File: src/rtl/spi_tx_pkg.sv
// spi_tx_pkg: shared types and widths for the FIFO-to-SPI transmit drain.
package spi_tx_pkg;
   localparam int SPI_DATA_WIDTH = 16;
   typedef enum logic [2:0] {IDLE, FETCH, LOAD, SHIFT, GAP} spi_tx_state_e;
endpackage

File: src/rtl/spi_sclk_gen.sv
// spi_sclk_gen: half-period counter producing sclk rise/fall ticks while run is high.
module spi_sclk_gen #(
   parameter int CLK_DIV = 2
) (
   input  logic clk,
   input  logic rst,
   input  logic run,
   output logic rise_tick,
   output logic fall_tick
);
   localparam int DW = $clog2(CLK_DIV + 1);
   logic [DW-1:0] div_q, div_d;
   logic          phase_q, phase_d, last;
   assign last = div_q == DW'(CLK_DIV - 1);
   always_comb begin
      div_d   = last ? '0 : div_q + 1'b1;
      phase_d = last ? ~phase_q : phase_q;
   end
   always_ff @(posedge clk) begin
      if (rst || !run) begin
         div_q   <= '0;
         phase_q <= 1'b0;
      end else begin
         div_q   <= div_d;
         phase_q <= phase_d;
      end
   end
   // phase_q low means sclk is in its low half, so the tick ending it is a rise
   assign rise_tick = run && last && !phase_q;
   assign fall_tick = run && last && phase_q;
endmodule

File: src/rtl/fifo_spi_tx.sv
// fifo_spi_tx: drains the transmit FIFO one word at a time and shifts it out as an SPI mode-0 master.
module fifo_spi_tx
   import spi_tx_pkg::*;
#(
   parameter int DATA_WIDTH = SPI_DATA_WIDTH,
   parameter int CLK_DIV    = 2,
   parameter int GAP_CYCLES = 2
) (
   input  logic                  clk,
   input  logic                  rst,
   input  logic                  enable,
   input  logic                  fifo_empty,
   input  logic [DATA_WIDTH-1:0] fifo_dout,
   output logic                  fifo_rd_en,
   output logic                  sclk,
   output logic                  mosi,
   output logic                  ss_n,
   output logic                  busy,
   output logic                  word_done
);
   localparam int BW = $clog2(DATA_WIDTH + 1);
   localparam int GW = $clog2(GAP_CYCLES + 1);
   spi_tx_state_e         state_q, state_d;
   logic [DATA_WIDTH-1:0] sh_q;
   logic [BW-1:0]         bit_q;
   logic [GW-1:0]         gap_q;
   logic                  sclk_q, mosi_q, ss_n_q, done_q;
   logic                  rise, fall, last_bit, gap_last, go;
   assign last_bit = bit_q == BW'(DATA_WIDTH - 1);
   assign gap_last = gap_q == GW'(GAP_CYCLES - 1);
   assign go       = enable && !fifo_empty;
   spi_sclk_gen #(.CLK_DIV(CLK_DIV)) u_sclk (
      .clk      (clk),
      .rst      (rst),
      .run      (state_q == SHIFT),
      .rise_tick(rise),
      .fall_tick(fall)
   );
   always_ff @(posedge clk) begin
      if (rst) state_q <= IDLE;
      else     state_q <= state_d;
   end
   // FIFO is never re-checked in FETCH: this block is its only reader
   always_comb begin
      state_d = state_q;
      case (state_q)
         IDLE:    state_d = go ? FETCH : IDLE;
         FETCH:   state_d = LOAD;
         LOAD:    state_d = SHIFT;
         SHIFT:   state_d = (fall && last_bit) ? GAP : SHIFT;
         GAP:     state_d = gap_last ? (go ? FETCH : IDLE) : GAP;
         default: state_d = IDLE;
      endcase
   end
   always_comb begin
      fifo_rd_en = state_q == FETCH;
      busy       = state_q != IDLE;
   end
   always_ff @(posedge clk) begin
      if (rst) begin
         sh_q   <= '0;
         bit_q  <= '0;
         gap_q  <= '0;
         sclk_q <= 1'b0;
         mosi_q <= 1'b0;
         ss_n_q <= 1'b1;
         done_q <= 1'b0;
      end else begin
         done_q <= 1'b0;
         gap_q  <= (state_q == GAP) ? gap_q + 1'b1 : '0;
         if (state_q == LOAD) begin
            sh_q   <= fifo_dout;
            mosi_q <= fifo_dout[DATA_WIDTH-1];
            ss_n_q <= 1'b0;
            sclk_q <= 1'b0;
            bit_q  <= '0;
         end else if (rise) begin
            sclk_q <= 1'b1;
         end else if (fall) begin
            sclk_q <= 1'b0;
            if (last_bit) begin
               ss_n_q <= 1'b1;
               mosi_q <= 1'b0;
               done_q <= 1'b1;
            end else begin
               bit_q  <= bit_q + 1'b1;
               sh_q   <= {sh_q[DATA_WIDTH-2:0], 1'b0};
               mosi_q <= sh_q[DATA_WIDTH-2];
            end
         end
      end
   end
   assign sclk      = sclk_q;
   assign mosi      = mosi_q;
   assign ss_n      = ss_n_q;
   assign word_done = done_q;
endmodule

File: config.mk
export PLATFORM = sky130hd
export DESIGN_NAME = fifo_spi_tx
export DESIGN_NICKNAME = d
export VERILOG_FILES = /design/src/rtl/spi_tx_pkg.sv /design/src/rtl/spi_sclk_gen.sv /design/src/rtl/fifo_spi_tx.sv
export SDC_FILE = /design/constraint.sdc
export NUM_CORES = 1
export LEC_CHECK = 0
export ABC_AREA = 0
export BUFFER_PORTS_ARGS = -buffer_cell sky130_fd_sc_hd__buf_2
export CELL_PAD_IN_SITES_DETAIL_PLACEMENT = 1
export CELL_PAD_IN_SITES_GLOBAL_PLACEMENT = 1
export CORE_ASPECT_RATIO = 1.4
export CORE_MARGIN = 2
export CORE_UTILIZATION = 40
export DETAILED_ROUTE_END_ITERATION = 8
export GPL_ROUTABILITY_DRIVEN = 1
export HOLD_SLACK_MARGIN = 0.06
export PLACE_DENSITY_LB_ADDON = 0.1
export RECOVER_POWER = 25
export SLEW_MARGIN = 20
export SYNTH_ARGS = -nofsm -noshare
export SYNTH_HDL_FRONTEND = slang
export SYNTH_HIERARCHICAL = 1
export SYNTH_SLANG_ARGS = --single-unit
File: constraint.sdc
create_clock -name clk -period 2.55 [get_ports clk]
set_input_delay 0.765 -clock clk [delete_from_list [all_inputs] [get_ports clk]]
set_output_delay 0.765 -clock clk [all_outputs]
set_load 0.03 [all_outputs]
==> Word-level counts from Yosys, hierarchy flattened <==
Cells that the tools add are included.
{ "op_classes": {"add_sub_neg": 3, "eq_ne": 9, "n_mux": 19, "n_bitwise": 5, "n_reduce_logical": 22} }
{ "op_table": {"columns": ["op", "count"], "rows": [
  ["$mux 15", 4],
  ["$pmux 3 s5", 1],
  ["$mux 1", 12],
  ["$reduce_and 3->1", 3],
  ["$eq 3x2->1 const B", 2],
  ["$mux 3", 2],
  ["$reduce_bool 2->1", 3],
  ["$reduce_or 2->1", 3],
  ["$add 5x1->5 const B", 1],
  ["$eq 5x4->1 const B", 1],
  ["$logic_and 1x1->1", 5],
  ["$not 1->1", 5],
  ["$add 2x1->2 const B", 2],
  ["$eq 2x1->1 const B", 2],
  ["$ne 2x1->1 const B", 2],
  ["$reduce_or 4->1", 1],
  ["$eq 3x1->1 const B", 1],
  ["$eq 3x3->1 const B", 1],
  ["$logic_not 1->1", 3],
  ["$logic_not 3->1", 1],
  ["$reduce_bool 3->1", 1],
  ["$reduce_and 2->1", 1],
  ["$logic_or 1x1->1", 1]
]} }
{ "word_totals": {"ff_bits": 32, "elab_cells": 68} }

==> Longest topological paths before layout <==
Gate-level depths: netlist of run 1.
{ "logic_depth": {"word_depth": 6, "ltp_mapped": 8, "ltp_nobuf": 7} }

==> Modules after synthesis <==
Netlist of run 1, hierarchy kept.
{ "modules_own_cells": {"columns": ["module", "instances", "cells_each", "area_each_um2", "seq_area_each_um2"], "rows": [
  ["fifo_spi_tx", 1, 153, 1298.7, 580.6],
  ["spi_sclk_gen", 1, 13, 120.1, 60.1]
]} }

==> Least setup slack after synthesis of run 1 <==
OpenSTA, ideal clock, no wires.
{ "synth_timing": {"kind": "flip-flop to output port", "startpoint": "reg state_q[2]", "endpoint": "out fifo_rd_en", "arrival_ps": 1196, "slack_ps": 589, "stages_incl_launch_ff": 3, "n_path_buf": 1, "path_cell_list": "dfxtp_1 -> clkbuf_1 -> nor3b_1"} }
{ "synth_between": {"elab_chain_len": 1} }
{ "synth_lines": {"columns": ["item", "line_no", "text"], "rows": [
  ["from (decl)", "fifo_spi_tx.sv:23", "spi_tx_state_e state_q, state_d;"],
  ["from (signal assigned)", "fifo_spi_tx.sv:41", "else state_q <= state_d;"],
  ["$eq 3x1->1", "fifo_spi_tx.sv:56", "fifo_rd_en = state_q == FETCH;"],
  ["to (decl)", "fifo_spi_tx.sv:14", "output logic fifo_rd_en,"]
]} }
Every way passes these cells.

==> Final worst setup path of run 1 <==
{ "layout_timing": {"startpoint": "reg bit_q[0]", "endpoint": "reg bit_q[3]"} }
{ "layout_between": {"elab_chain_len": 3, "word_cells_on_any_way": 4} }
{ "layout_lines": {"columns": ["item", "line_no", "text"], "rows": [
  ["from (decl)", "fifo_spi_tx.sv:25", "logic [BW-1:0] bit_q;"],
  ["from (signal assigned)", "fifo_spi_tx.sv:86", "bit_q <= bit_q + 1'b1;"],
  ["$eq 5x4->1", "fifo_spi_tx.sv:29", "assign last_bit = bit_q == BW'(DATA_WIDTH - 1);"],
  ["net last_bit", "fifo_spi_tx.sv:28", "logic rise, fall, last_bit, gap_last, go;"],
  ["$not 1->1 (no source line)", null, null],
  ["$reduce_and 3->1 (no source line)", null, null]
]} }
The timed path passes the listed nets, and every way through them passes these cells.
A chain may end at the register's enable or synchronous reset.

==> results.json, run 1 <==
{
  "r2r-end": "bit_q[3]",
  "syn_area_mm2": 0.001419,
  "initial_core_util": 0.4200,
  "grt_usage": 0.1826,
  "grt_max_degree": 24,
  "cts.repair.resized": 0,
  "drive_above_1_share": 0.2000,
  "placed_area_mm2": 0.001534,
  "status": "completed",
  "intPower_uw": 779.3,
  "synth_cell_types": 38,
  "min_to": "gap_q[0]",
  "cp.required_ps": 2770,
  "final_core_util": 0.4804,
  "final_cell_mix": "nand2_1, dfxtp_1, nor2_1, buf_2, a311oi_1",
  "die_w_um": 54.34,
  "clkTransAtPathRegs_ps": 70,
  "hpwl_um": 2292,
  "crit_arrival_ps": 2270,
  "ys.flop_type": "dfxtp_1",
  "whs_path_depth": 1,
  "rsz0062_at_grt": "false",
  "path_class": "reg -> reg",
  "period_share": 0.8023,
  "viasPerCell": 5.361,
  "antenna_cells": 0,
  "fmax_ghz": 0.4888,
  "cap_violations": 0,
  "ios": 26,
  "pwr-share-clk": 0.388,
  "synth_seq_area_share": 0.4515,
  "switching_share": 0.2478,
  "avgRoutedWirePerCell_um": 13.73,
  "post-route-min-period_ps": 2046,
  "areaGrowthSynthToFinish_pct": 14.37,
  "crit_path_end_kind": "flip-flop",
  "cts_tree": "done",
  "gp_congestion": 0.6850,
  "finalSetupViolations": 0,
  "placement_rows": 25,
  "power.density_mw_per_mm2": 638.4,
  "cts_setup_buffers": 0,
  "stdcell_area_mm2": 0.001623,
  "final_common_cell": "nand2_1",
  "power_switching_uw": 256.8,
  "drcViolationCount": 0,
  "ctsHoldBuffers": 0,
  "synth-async-reset-ratio": 0,
  "yosysWarningCount": 6,
  "die_y_um": 74.47,
  "root_buffer": "clkbuf_8",
  "r2r_slack_ps": 500,
  "p_seq_frac": 0.521,
  "drt_wl_total_um": 3157,
  "r2r-start": "bit_q[0]",
  "critPathMaxFanout": 20,
  "overflow": 0,
  "total_power_mw": 1.036,
  "die_area_mm2": 0.004046,
  "power_leakage_nw": 0.6144,
  "numPortBuffers": 25,
  "ir_drop_mv": 0.3867,
  "hold_violations": 0,
  "synth_edf_count": 0,
  "synthCells": 166,
  "ys_ff_latch": 32,
  "numCtsBuffers": 5,
  "finClkSkew_ps": 6.290,
  "antenna_left": 0,
  "syn_avg_cell_area_um2": 8.547,
  "grt_pass1_vias": 1208,
  "ctsLongestPathBuffers": 2,
  "critPathLaunchType": "flip-flop",
  "grt_pass1_wl_um": 5354,
  "syn-num-nets": 190,
  "worst_pin_slew_ps": 989.1,
  "drt_pre_antenna_iters": 4,
  "slew_headroom": 0.3406,
  "cts_max_level": 2,
  "slew_violations": 0,
  "fin_nets": 213,
  "initialDrtViolationCount": 35,
  "pwr-share-comb": 0.091,
  "clk_latency_ps": 280,
  "hp-start": "gap_q[0]",
  "num_vias": 1233,
  "grt_antenna_before_repair": 0,
  "hold_path.class": "reg -> reg",
  "coreArea_mm2": 0.003378,
  "clock_sinks": 32,
  "r2r_cells": 6,
  "final.setup.tns_ps": 0
}
synth_stat cells (3+ instances only):
cell type | instances | area share
a21oi_1 | 4 | 0.014
nand2_1 | 33 | 0.087
nor3_1 | 4 | 0.014
inv_1 | 7 | 0.019
ha_1 | 4 | 0.035
a311oi_1 | 15 | 0.093
dfxtp_1 | 32 | 0.45
o21ai_0 | 4 | 0.014
nor2_1 | 25 | 0.066
clkbuf_1 | 3 | 0.0079
buf_2 | 3 | 0.011
logic make-up (layout without fill, tap and decap cells):
group | after synthesis | after routing | synth area share
xor gates and xnor gates | 2 | 2 | 0.01235
DFF | 32 | 32 | 0.4515
AOI/OAI and AO/OA | 27 | 27 | 0.1429
adders and majority gates | 4 | 4 | 0.03527
muxes | 1 | 1 | 0.007055
and+or+nand+nor | 82 | 82 | 0.2796
buffers and inverters | 18 | 42 | 0.07142
worst max-delay path by stage:
| stage | endpoint | from | cells after the start | slack [ps] |
|---|---|---|---|---|
| floorplan | fifo_rd_en | state_q[2] | 2 | 590 |
| global placement | bit_q[3] | bit_q[0] | 6 | 540 |
| detailed placement | bit_q[3] | bit_q[0] | 6 | 510 |
| CTS | bit_q[3] | bit_q[0] | 6 | 500 |
| global route | bit_q[2] | state_q[1] | 5 | 400 |
| finish | bit_q[3] | bit_q[0] | 6 | 500 |
layout make-up:
class / instances / area (um^2)
Clock buffer: 6 / 82.58
Clock inverter: 2 / 10.01
Fill cell: 432 / 1755
Inverter: 7 / 26.28
Multi-Input combinational cell: 116 / 676.9
Sequential cell: 32 / 640.6
Tap cell: 40 / 50.05
Timing Repair Buffer: 27 / 136.4
worst max-delay path: stages, from the launching register on:
cell	delay, ps
dfxtp_1	340
ha_1	210
and3_1	180
ha_1	220
or3b_4	500
or3_4	400
a21oi_2	120
per-layer routing:
metal | part of all wire | wire, um | vias up | GRT usage
li1 | - | - | 615 | -
met3 | 0.043 | 135 | 7 | 0.05422
met4 | 0.020 | 64 | 0 | 0.07500
met5 | 0 | 0 | - | 0
met2 | 0.55 | 1721 | 23 | 0.3320
met1 | 0.39 | 1235 | 588 | 0.1880
registers in the layout (all words and copies together) (netlist names):
signal          count
sh_q               15
u_sclk/div_q        2
bit_q               5
word_done           1
mosi                1
gap_q               2
state_q             3
sclk                1
u_sclk/phase_q      1
ss_n                1
stage by stage:
stage	setup slack (ps)	hold WS, ps	instances
2_1_floorplan	588.9	398.4	166
3_3_place_gp	540.5	408.4	222
3_5_place_dp	512.2	417.8	222
4_1_cts	497.3	428.2	230
5_1_grt	400.7	449.8	230
6_report	504.1	418.8	230
power groups by stage:
| stage | registers, mW | logic [mW] | clock network (mW) |
|---|---|---|---|
| after global routing | 0.542 | 0.107 | 0.441 |
| after detailed placement | 0.551 | 0.0965 | 0 |
| after floorplan | 0.550 | 0.0655 | 0 |
| after CTS | 0.540 | 0.0968 | 0.418 |
| final | 0.539 | 0.0947 | 0.402 |
| after global placement | 0.550 | 0.0932 | 0 |
No activity file was read; power rests on OpenSTA's default activity.
==> run 2, diff against run 1 <==
--- a/config.mk
+++ b/config.mk
@@ -5,13 +5,13 @@
 export SDC_FILE = /design/constraint.sdc
 export NUM_CORES = 1
 export LEC_CHECK = 0
-export ABC_AREA = 0
+export ABC_AREA = 1
 export BUFFER_PORTS_ARGS = -buffer_cell sky130_fd_sc_hd__buf_2
 export CELL_PAD_IN_SITES_DETAIL_PLACEMENT = 1
 export CELL_PAD_IN_SITES_GLOBAL_PLACEMENT = 1
 export CORE_ASPECT_RATIO = 1.4
 export CORE_MARGIN = 2
-export CORE_UTILIZATION = 40
+export CORE_UTILIZATION = 35
 export DETAILED_ROUTE_END_ITERATION = 8
 export GPL_ROUTABILITY_DRIVEN = 1
 export HOLD_SLACK_MARGIN = 0.06
==> constraint.sdc (replaced) <==
create_clock -name clk -period 1.74 [get_ports clk]
set_input_delay 0.522 -clock clk [delete_from_list [all_inputs] [get_ports clk]]
set_output_delay 0.522 -clock clk [all_outputs]
set_load 0.03 [all_outputs]
==> run 2 against run 1 <==
  * Clock skew decreased by 3.1 ps
  * Design area up 19%
  * Total power up 51%
  * Via count increased by 19%
  * Count of clock-buffer cells in the layout increased by 2
  * Synthesized cell count up 31%
  * Global-route usage down 1.6 points
  * Sequential power rose by 44%
  * Combinational power rose by 100%
  * Worst hold slack improved by 2.0 ps
  * Die area grew 24%
  * Flip-flop and latch count did not move
  * Critical endpoint is now fifo_rd_en
==> results.json, run 2 <==
{
  "hpwl_um": 2692,
  "syn_area_mm2": 0.001565,
  "cts_tree": "done",
  "r2r_slack_ps": 160,
  "viasPerCell": 4.631,
  "final_cell_mix": "nand2_1, nand3_1, dfxtp_1, inv_1, buf_2",
  "antenna_left": 0,
  "slew_violations": 0,
  "min_to": "u_sclk/div_q[0]",
  "rsz0062_at_grt": "true",
  "num_vias": 1468,
  "yosysTopAreaCell": "dfxtp_1",
  "n_fill_cell": 571,
  "initial_core_util": 0.3662,
  "grt_antenna_before_repair": 0,
  "drt_pre_antenna_iters": 4,
  "synth_seq_area_share": 0.4093,
  "crit_path_end_kind": "output pin",
  "slew_headroom": 0.7576,
  "placed_area_mm2": 0.001800,
  "finalSetupViolations": 0,
  "switching_share": 0.2592,
  "worst_pin_slew_ps": 362.8,
  "synth-async-reset-ratio": 0,
  "cap_violations": 0,
  "die_w_um": 60.52,
  "worst_hold_slack_ps": 420.8,
  "crit_arrival_ps": 1120,
  "power_switching_uw": 405.0,
  "synth_cell_types": 23,
  "grt_usage": 0.1665,
  "whs_path_depth": 1,
  "synth_top_family_by_area": "simple AND/OR/NAND/NOR gates",
  "fin_nets": 280,
  "cts_max_level": 2,
  "synthXorXnorAreaFrac": 0.005596,
  "ios": 26,
  "p_seq_frac": 0.496,
  "synth.most_common_cell": "nand2_1",
  "intPower_mw": 1.158,
  "drcViolationCount": 0,
  "grt_pass1_vias": 1467,
  "numCtsBuffers": 5,
  "synthAdderAreaFrac": 0.03197,
  "initialDrtViolationCount": 42,
  "syn_avg_cell_area_um2": 7.213,
  "pwr-share-clk": 0.381,
  "synth_compound_area_frac": 0.05116,
  "layout_setup_ws_ps": 96.58,
  "ys_ff_latch": 32,
  "die_area_mm2": 0.005031,
  "numPortBuffers": 25,
  "placement_rows": 28,
  "areaGrowthSynthToFinish_pct": 23.18,
  "cp.required_ps": 1220,
  "r2r-end": "sh_q[13]",
  "stdcell_area_mm2": 0.001928,
  "gp_congestion": 0.7759,
  "final_core_util": 0.4511,
  "grt_max_degree": 28,
  "startpoint": "state_q[0]",
  "syn-num-nets": 241,
  "overflow": 0,
  "clock_sinks": 32,
  "hold_violations": 0,
  "dp.cells": 305,
  "fmax_ghz": 0.6085,
  "root_buffer": "clkbuf_8",
  "grt_pass1_wl_um": 6361,
  "critPathLaunchType": "flip-flop",
  "ys.flop_type": "dfxtp_1",
  "synthTopCellsByArea": "dfxtp_1, nand3_1, nand2_1",
  "finClkSkew_ps": 3.160,
  "top_regs": "sh_q: 15 flops, bit_q: 5 flops, state_q: 3 flops",
  "clk_latency_ps": 280,
  "antenna_cells": 0,
  "synth.top_cell.area_share": 0.4093,
  "top_register": "sh_q",
  "synth.area.mux_share": 0,
  "drive_above_1_share": 0.2257,
  "synthCells": 217,
  "power.density_mw_per_mm2": 810.5,
  "period_share": 0.9445,
  "pwr-share-comb": 0.123,
  "multiInputGateArea_um2": 730.7,
  "final_common_cell": "nand2_1",
  "avgRoutedWirePerCell_um": 11.46,
  "coreArea_mm2": 0.004274,
  "die_y_um": 83.13,
  "finalNonFillerCells": 317,
  "synth-simple-area-share": 0.3709,
  "clkTransAtPathRegs_ps": 70,
  "hp-start": "u_sclk/div_q[0]",
  "power_leakage_nw": 0.8988,
  "ctsLongestPathBuffers": 2,
  "critPathMaxFanout": 5,
  "place_ws_ps": -20.12,
  "r2r-start": "bit_q[0]",
  "post-route-min-period_ps": 1643,
  "synth_edf_count": 0,
  "ctsHoldBuffers": 0,
  "ir_drop_mv": 0.4643,
  "r2r_cells": 10,
  "largest_reg_flops": 15,
  "drt_wl_total_um": 3632,
  "path_class": "reg -> out",
  "yosys-top-cells-count": "nand2_1, nand3_1, dfxtp_1",
  "seq_area_um2": 640.6,
  "status": "completed",
  "yosysWarningCount": 6,
  "hold_path.class": "reg -> reg"
}
-- run 2: cell count changes after synthesis, sizes merged, moves of 6 or more --
cell    previous run  this run
nor2              25        18
inv                7        34
a311oi            15         0
nand3              2        47
a21oi              5        11
nand2             33        51
-- run 2: worst max-delay path by stage --
| stage | to | slack [ps] | cells after the start |
|---|---|---|---|
| floorplan | sh_q[2] | 20 | 12 |
| global placement | bit_q[0] | 70 | 8 |
| detailed placement | sh_q[13] | -20 | 10 |
| CTS | sh_q[13] | 40 | 10 |
| global route | sh_q[13] | -10 | 10 |
| finish | fifo_rd_en | 100 | 4 |
-- run 2: what timing repair did --
action	in CTS	in global routing
buffers inserted	0	4
endpoints found under the setup margin	13	18
pin swaps	0	1
gates resized for setup	1	2
endpoints found under the hold margin	0	0
-- run 2: metrics by stage --
step                      power (mW)  TNS (ps)
final                          1.563         0
after detailed placement      0.9902    -27.77
after global placement        0.9879         0
after floorplan               0.9250         0
after global routing           1.658    -11.66
after CTS                      1.602         0
-- run 2: cells by family (layout without fill, tap and decap cells) --
logic type | count (synthesis) | count (layout)
compound gates | 16 | 16
xor+xnor | 1 | 1
fa+ha+maj | 4 | 4
buf+inv | 43 | 83
flops | 32 | 32
simple gates | 121 | 121
-- run 2: power by group through the flow --
| stage | Sequential, mW | Combinational, mW | Clock (mW) |
|---|---|---|---|
| after detailed placement | 0.792 | 0.199 | 0 |
| after global placement | 0.792 | 0.196 | 0 |
| after CTS | 0.775 | 0.199 | 0.627 |
| after floorplan | 0.801 | 0.124 | 0 |
| final | 0.775 | 0.193 | 0.595 |
| after global routing | 0.779 | 0.222 | 0.657 |
-- run 2: layout make-up --
cell class	instances	share of cell area
clock buffers	8	0.04672
inverters	35	0.06879
multi-input cells	142	0.3790
flip-flops and latches	32	0.3323
well taps	60	0.03894
repair buffers	40	0.1343
-- run 2: worst max-delay path: stages (launching register included) --
cell and delay (ps):
dfxtp_1 340, buf_4 150, nand3_1 100, inv_1 60, buf_2 180
-- run 2: routing by layer --
layer,part of all wire,up-vias,track usage
li1,-,764,-
met1,0.44,679,0.1981
met2,0.50,20,0.2767
met3,0.032,5,0.03427
met4,0.023,0,0.07708
met5,0,-,0
==> run 3, diff against run 2 <==
--- a/config.mk
+++ b/config.mk
@@ -15,7 +15,7 @@
 export DETAILED_ROUTE_END_ITERATION = 8
 export GPL_ROUTABILITY_DRIVEN = 1
 export HOLD_SLACK_MARGIN = 0.06
-export PLACE_DENSITY_LB_ADDON = 0.1
+export PLACE_DENSITY = 0.84
 export RECOVER_POWER = 25
 export SLEW_MARGIN = 20
 export SYNTH_ARGS = -nofsm -noshare
==> run 3 against run 2 <==
  * Die area unchanged
  * Sequential power about the same
  * Global-route usage up 1.0 points
  * Highest routed layer unchanged
  * Register-to-register slack worse by 100 ps
  * First-iteration DRC count down 19%
  * Clock skew up 1.8 ps
  * Clock power up 33%
  * Sequential share of layout area down 1.3 points
  * Critical endpoint is now sh_q[12]
  * Final cell count down 0.32%
  * Routed wire length up 14%
  * Via count up 2.5%
==> results.json, run 3 (synthesis gave the netlist of run 2 again) <==
{
  "hold_violations": 0,
  "drive_above_1_share": 0.2891,
  "grt_pass1_wl_um": 6810,
  "power_switching_uw": 426.1,
  "critPathLaunchType": "flip-flop",
  "intPower_mw": 1.339,
  "slowest_stage": "dfxtp_1",
  "top_register": "sh_q",
  "cts_tree": "done",
  "initialDrtViolationCount": 34,
  "use_met1": 0.2044,
  "slew_headroom": 0.7628,
  "crit_family": "simple AND/OR/NAND/NOR gates",
  "root_buffer": "clkbuf_8",
  "final_common_cell": "nand2_1",
  "critPathMaxFanout": 7,
  "drt_pre_antenna_iters": 4,
  "clk_latency_ps": 290,
  "worst_pin_slew_ps": 355.0,
  "grt_pass1_vias": 1562,
  "numPortBuffers": 25,
  "pwr-share-comb": 0.111,
  "power_leakage_nw": 0.9277,
  "hold_path.class": "reg -> reg",
  "place_ws_ps": 0.2303,
  "drcViolationCount": 0,
  "initial_core_util": 0.3662,
  "crit_arrival_ps": 1920,
  "period_share": 0.9670,
  "ctsHoldBuffers": 0,
  "worst_hold_slack_ps": 417.4,
  "fin_nets": 279,
  "path_class": "reg -> reg",
  "placement_rows": 28,
  "overflow": 0,
  "hpwl_um": 2652,
  "post-route-min-period_ps": 1683,
  "cp.required_ps": 1980,
  "gp_congestion": 0.7897,
  "finClkSkew_ps": 4.934,
  "cp_slowest_stage_delay_ps": 320,
  "fmax_ghz": 0.5943,
  "slew_violations": 0,
  "top_usage_layer": "met2",
  "layout_setup_ws_ps": 57.43,
  "grt_antenna_before_repair": 0,
  "antenna_cells": 0,
  "finalSetupViolations": 0,
  "die_area_mm2": 0.005031,
  "status": "completed",
  "grt_usage": 0.1765,
  "numCtsBuffers": 5,
  "gr-usage-met3": 0.03738,
  "coreArea_mm2": 0.004274,
  "final_cell_mix": "nand2_1, nand3_1, inv_1, dfxtp_1, buf_2",
  "use_met2": 0.3063,
  "clkTransAtPathRegs_ps": 70,
  "dp.cells": 304,
  "num_vias": 1505,
  "total_power_mw": 1.765,
  "clock_sinks": 32,
  "ios": 26,
  "grt_max_degree": 28,
  "pwr-share-clk": 0.448,
  "switching_share": 0.2414,
  "die_w_um": 60.52,
  "top_regs": "sh_q: 15 flops, bit_q: 5 flops, state_q: 3 flops",
  "viasPerCell": 4.763,
  "p_seq_frac": 0.441,
  "cts_max_level": 2,
  "cap_violations": 0,
  "ctsLongestPathBuffers": 2,
  "finalNonFillerCells": 316,
  "areaGrowthSynthToFinish_pct": 29.18,
  "drt_wl_total_um": 4133,
  "largest_reg_flops": 15,
  "antenna_left": 0,
  "crit_buf_inv": 5,
  "power.density_mw_per_mm2": 872.9,
  "avgRoutedWirePerCell_um": 13.08,
  "die_y_um": 83.13,
  "ir_drop_mv": 0.4546,
  "crit_path_end_kind": "flip-flop",
  "path_cells": "inv_2, nand2_2, nor2_2, inv_1, nor2_4, buf_6, nand2_4, nor2_4, clkbuf_16, nand3_1, nand3_1, nand2_1, inv_1"
}
[run 3: metal layers]
layer / routed length, um / up-vias / share of wire
met3: 92 / 6 / 0.022
met2: 2159 / 20 / 0.52
met5: 0 / - / 0
met1: 1822 / 716 / 0.44
met4: 59 / 0 / 0.014
li1: - / 763 / -
[run 3: worst paths after layout]
kind	start	end	slack [ps]	cells after the start
hold reg to reg	gap_q[0]	gap_q[0]	420	1
setup reg to reg	state_q[2]	sh_q[12]	60	13
setup / recovery	state_q[2]	sh_q[12]	60	13
hold / removal	gap_q[0]	gap_q[0]	420	1
[run 3: timing repair]
item | in CTS | in global routing
resized for setup | 2 | 16
pin swaps | 0 | 5
gates cloned | 0 | 1
buffers inserted | 0 | 3
endpoints found under the setup margin | 11 | 21
[run 3: cell type report]
type / instances / area, um^2
fillers: 570 / 2252
repair buffers: 39 / 279.0
clock inverters: 1 / 30.03
flip-flops and latches: 32 / 645.6
well taps: 60 / 75.07
multi-input cells: 142 / 763.2
inverters: 35 / 132.6
clock buffers: 7 / 96.34
[run 3: power groups by stage]
stage	Clock, mW	Sequential, mW	Combinational [mW]
3_5_place_dp	0	0.794	0.191
6_report	0.791	0.778	0.195
2_1_floorplan	0	0.801	0.124
5_1_grt	0.850	0.781	0.221
4_1_cts	0.806	0.777	0.195
3_3_place_gp	0	0.793	0.186
[run 3: stage by stage]
step / setup TNS, ps / cell area, um^2 / util
finish: 0 / 2022 / 0.4731
global route: -554.1 / 2022 / 0.4731
CTS: -23.70 / 1912 / 0.4473
detailed placement: 0 / 1780 / 0.4166
global placement: 0 / 1780 / 0.4166
floorplan: 0 / 1565 / -
